$ cat src/rtl/shift_pkg.sv
// Shared definitions for the LSB-first serial-to-parallel deserializer.
package shift_pkg;

   localparam int unsigned WIDTH_DEFAULT = 4;

   typedef enum logic {
      IDLE  = 1'b0,
      SHIFT = 1'b1
   } state_e;

   // Bits needed to hold a count of 0..w inclusive.
   function automatic int unsigned cnt_width(input int unsigned w);
      return $clog2(w + 1);
   endfunction

endpackage

$ cat src/rtl/bit_counter.sv
// Counts accepted bits of the current word; tc flags the last bit of a word.
module bit_counter
   import shift_pkg::*;
#(
   parameter int unsigned WIDTH = WIDTH_DEFAULT
) (
   input  logic clk,
   input  logic rst,
   input  logic clr,
   input  logic en,
   output logic tc
);

   localparam int unsigned CNT_W = cnt_width(WIDTH);

   logic [CNT_W-1:0] count_q, count_d;

   assign tc = (count_q == CNT_W'(WIDTH - 1));

   // The bit that would make the count reach WIDTH wraps it straight back to 0.
   always_comb begin
      count_d = count_q;
      if (clr) begin
         count_d = '0;
      end else if (en) begin
         count_d = tc ? '0 : count_q + CNT_W'(1);
      end
   end

   always_ff @(posedge clk or posedge rst) begin
      if (rst) begin
         count_q <= '0;
      end else begin
         count_q <= count_d;
      end
   end

endmodule

$ cat src/rtl/shift_r_deserializer.sv
// Shift-right deserializer: assembles WIDTH serial bits (LSB first) into a held output word
// with a valid/ready handoff and a sticky overrun flag.
module shift_r_deserializer
   import shift_pkg::*;
#(
   parameter int unsigned WIDTH = WIDTH_DEFAULT
) (
   input  logic             clk,
   input  logic             rst,
   input  logic             sin,
   input  logic             sin_valid,
   input  logic             clr,
   output logic [WIDTH-1:0] shreg,
   output logic [WIDTH-1:0] data_out,
   output logic             out_valid,
   input  logic             out_ready,
   output logic             busy,
   output logic             ovf
);

   state_e           state_q, state_d;
   logic [WIDTH-1:0] shreg_q, shreg_d;
   logic [WIDTH-1:0] data_out_q, data_out_d;
   logic             out_valid_q, out_valid_d;
   logic             ovf_q, ovf_d;

   logic accept;
   logic tc;
   logic word_done;
   logic handshake;

   assign accept    = sin_valid & ~clr;
   assign word_done = accept & tc;
   assign handshake = out_valid_q & out_ready;

   bit_counter #(
      .WIDTH (WIDTH)
   ) u_bit_counter (
      .clk (clk),
      .rst (rst),
      .clr (clr),
      .en  (accept),
      .tc  (tc)
   );

   always_comb begin
      state_d = state_q;
      if (clr) begin
         state_d = IDLE;
      end else if (accept) begin
         unique case (state_q)
            IDLE:    state_d = SHIFT;
            SHIFT:   state_d = tc ? IDLE : SHIFT;
            default: state_d = IDLE;
         endcase
      end
   end

   always_comb begin
      shreg_d = shreg_q;
      if (clr) begin
         shreg_d = '0;
      end else if (accept) begin
         shreg_d = {sin, shreg_q[WIDTH-1:1]};
      end
   end

   // A completed word is dropped only if the held word is still unconsumed this edge.
   always_comb begin
      data_out_d  = data_out_q;
      out_valid_d = out_valid_q;
      ovf_d       = clr ? 1'b0 : ovf_q;
      if (word_done) begin
         if (out_valid_q && !out_ready) begin
            ovf_d = 1'b1;
         end else begin
            data_out_d  = shreg_d;
            out_valid_d = 1'b1;
         end
      end else if (handshake) begin
         out_valid_d = 1'b0;
      end
   end

   always_ff @(posedge clk or posedge rst) begin
      if (rst) begin
         state_q     <= IDLE;
         shreg_q     <= '0;
         data_out_q  <= '0;
         out_valid_q <= 1'b0;
         ovf_q       <= 1'b0;
      end else begin
         state_q     <= state_d;
         shreg_q     <= shreg_d;
         data_out_q  <= data_out_d;
         out_valid_q <= out_valid_d;
         ovf_q       <= ovf_d;
      end
   end

   assign shreg     = shreg_q;
   assign data_out  = data_out_q;
   assign out_valid = out_valid_q;
   assign busy      = (state_q == SHIFT);
   assign ovf       = ovf_q;

endmodule
$ cat config.mk
export PLATFORM = sky130hd
export DESIGN_NAME = shift_r_deserializer
export DESIGN_NICKNAME = d
export VERILOG_FILES = /design/src/rtl/shift_pkg.sv /design/src/rtl/bit_counter.sv /design/src/rtl/shift_r_deserializer.sv
export SDC_FILE = /design/constraint.sdc
export NUM_CORES = 1
export LEC_CHECK = 0
export BUFFER_PORTS_ARGS = -buffer_cell sky130_fd_sc_hd__buf_2
export CAP_MARGIN = 20
export CORE_AREA = 3 3 40 42
export DETAILED_ROUTE_END_ITERATION = 16
export DIE_AREA = 0 0 43 45
export PLACE_DENSITY = 0.72
export REMOVE_ABC_BUFFERS = 1
export SLEW_MARGIN = 20
export SYNTH_ARGS = -nofsm -noshare
export SYNTH_HDL_FRONTEND = slang
export SYNTH_HIERARCHICAL = 1
export SYNTH_SLANG_ARGS = --single-unit
$ cat constraint.sdc
create_clock -name clk -period 1.6 [get_ports clk]
set_input_delay 0.24 -clock clk [delete_from_list [all_inputs] [get_ports clk]]
set_output_delay 0.24 -clock clk [all_outputs]
set_load 0.01 [all_outputs]
==> qor.yml <==
logic_synthesis:
  synth.area.top_cells: "dfrtp_1 57%, mux2_2 7.3%, mux2i_1 6.5%"
  synth_area_um2: 614
  postSynthAreaPerCell_um2: 12.0
  syn_inst: 51
  yosys-top-cells-count: "14 x dfrtp_1, 6 x nor2_1, 4 x inv_1, 4 x mux2_2, 4 x mux2i_1"
  synth_ff_type: "dfrtp_1"
  yosys_warnings: 6
  ys_seq_elements: 14
  synth_edf_count: 0
  ys_types: 21
  yosysTopAreaCell: "dfrtp_1"
  ys_async_sr_fraction: 1.00
  synth_top_cell_area_share: 0.570
  synthMostInstantiatedCell: "dfrtp_1"
  ys_seq_area_frac: 0.570
worst_setup_path:
  worstPathArrival_ps: 1690
  critical_path_required_ps: 1760
  critPathCaptureType: "flip-flop"
  r2r_setup_slack_ps: 70
  crit_slowest_cell: "dfrtp_1"
  r2r_start: "u_bit_counter/count_q[1]"
  start_kind: "flip-flop"
  path_cells: "ha_4, nand2b_4, inv_2, nand2_2, nor3_4, mux2_4"
  path_max_fanout: 4
  path_class: "flip-flop to flip-flop"
  worst_path_largest_cell_delay_ps: 410
  startpoint: "u_bit_counter/count_q[1]"
place:
  post_dp_cell_area_um2: 697
  post-place-cells: 80
  place.gp.congestion: 0.736
  port_buffers: 16
  hpwl_um: 862
sta:
  period_minus_slack_ps: 1530
  fmax_ghz: 0.653
  timing.setup.tns_ps: 0
  worst_slew_pin_slew_ps: 441
  fin_crit_sh: 0.957
  setup_viol: 0
  drv_slew: 0
  fin_skew_ps: 0.536
  final-hold-violation-count: 0
  maxSlewHeadroom: 0.706
die:
  start_util: 0.478
  die_w_um: 43
  boundaryPins: 17
  rows: 13
  coreArea_um2: 1280
  die_h_um: 45
  die_area_um2: 1940
global_routing:
  grt_pass1_wl_mm: 1.76
  grt_pass1_vias: 405
  antenna_found_initial: 0
  groute.usage.overall: 0.128
  grt_max_degree: 13
  grt-ovfl-total: 0
clocking:
  htreeDepth: 1
  cts.path.max_buffers: 2
  cts_tree: "done"
  ctsRootBufferMaster: "clkbuf_4"
  clk_latency_ps: 270
  clock_sinks: 14
  path_clk_slew_ps: 80
  numCtsBuffers: 3
detailed_routing:
  wl_mm: 1.14
  drt-pass1-iter-count: 2
  vias: 418
  vias_per_cell: 4.86
  drtIter0Drc: 3
  drc: 0
  ant_nets: 0
  post_drt_wl_per_cell_um: 13.2
cells_and_area:
  antenna_cells: 0
  drive_above_1_share: 0.437
  area_growth_pct: 26.5
  final_cell_area_um2: 777
  fin_nets: 80
  n_fill_cell: 108
  fin_cells: 86
worst_hold_path:
  hold_start: "out_ready"
  hp-class: "primary input to flip-flop"
power:
  power_density_nw_per_um2: 785
  peakVddDrop_mv: 0.429
  p_leak_nw: 0.409
run:
  maxCapViolations: 0
outcome:
  outcome: "finished clean"
power by group:
group / internal [mW] / total, mW / switching (mW)
combinational: 0.0220 / 0.0525 / 0.0305
clock: 0.0870 / 0.190 / 0.103
sequential: 0.361 / 0.367 / 0.00630
total: 0.470 / 0.610 / 0.140
worst paths after layout:
kind	endpoint	cells after the start
max reg2reg	data_out[3]	6
min in group asynchronous	u_bit_counter/count_q[1]	3
min reg2reg	data_out[3]	1
max	data_out[3]	6
max in group asynchronous	ovf	3
min	out_valid	3
sequential cells by signal, summed over array words and instances (netlist names):
| name | flops |
|---|---|
| busy | 1 |
| out_valid | 1 |
| data_out | 4 |
| u_bit_counter/count_q | 3 |
| shreg | 4 |
| ovf | 1 |
layout make-up:
type / count / area, µm² / area share
Sequential cell: 14 / 350 / 0.451
Multi-Input combinational cell: 31 / 265 / 0.341
Inverter: 4 / 15.0 / 0.0193
Clock buffer: 3 / 22.5 / 0.0290
Timing Repair Buffer: 19 / 105 / 0.135
Tap cell: 15 / 18.8 / 0.0242
metrics by stage:
stage	utilization	hold slack (ps)	setup WS (ps)	total power, mW
global placement	0.542	121	139	0.421
finish	0.605	286	69.4	0.610
global route	0.605	302	-8.39	0.638
CTS	0.568	288	72.7	0.614
detailed placement	0.542	125	83.3	0.423
floorplan	-	-6.36	213	0.397
critical path: cells and delay by family, from the launching register on:
kind | cells | cell delay, ps
simple gates | 3 | 440
buf+inv | 1 | 70
mux | 1 | 340
fa+ha+maj | 1 | 170
flops | 1 | 410
cell usage in the layout, fill, tap and decap left out, drive strengths merged:
cell type,Yosys,layout
buf,2,18
dfrtp,14,14
nor2,6,6
mux2i,4,4
mux2,4,4
inv,4,4
clkbuf,0,3
nand2b,3,3
nand3,2,2
a21oi,2,2
nor2b,2,2
nand2,1,1
nor3,1,1
o21bai,1,1
o21ai,1,1
a31oi,1,1
dlygate4sd3,0,1
nand3b,1,1
a211oi,1,1
ha,1,1
routing by layer:
layer	share of wire	global-route usage
met2	0.48	0.189
met4	0.011	0.0904
met1	0.47	0.171
met5	0	0
met3	0.035	0.0239
cell families (layout without fill, tap and decap cells):
kind of cell / after synthesis / count (layout) / synth area share
simple gates: 16 / 16 / 0.161
flops: 14 / 14 / 0.570
mux: 8 / 8 / 0.138
compound gates: 6 / 6 / 0.0591
buf+inv: 6 / 26 / 0.0509
fa+ha+maj: 1 / 1 / 0.0204
timing repair:
item,in CTS,in global routing
endpoints found under the setup margin,0,4
endpoints found under the hold margin,14,0
gates resized for setup,0,8
hold buffers,1,0
setup buffers,0,2
Power figures use the tool's default switching activity.
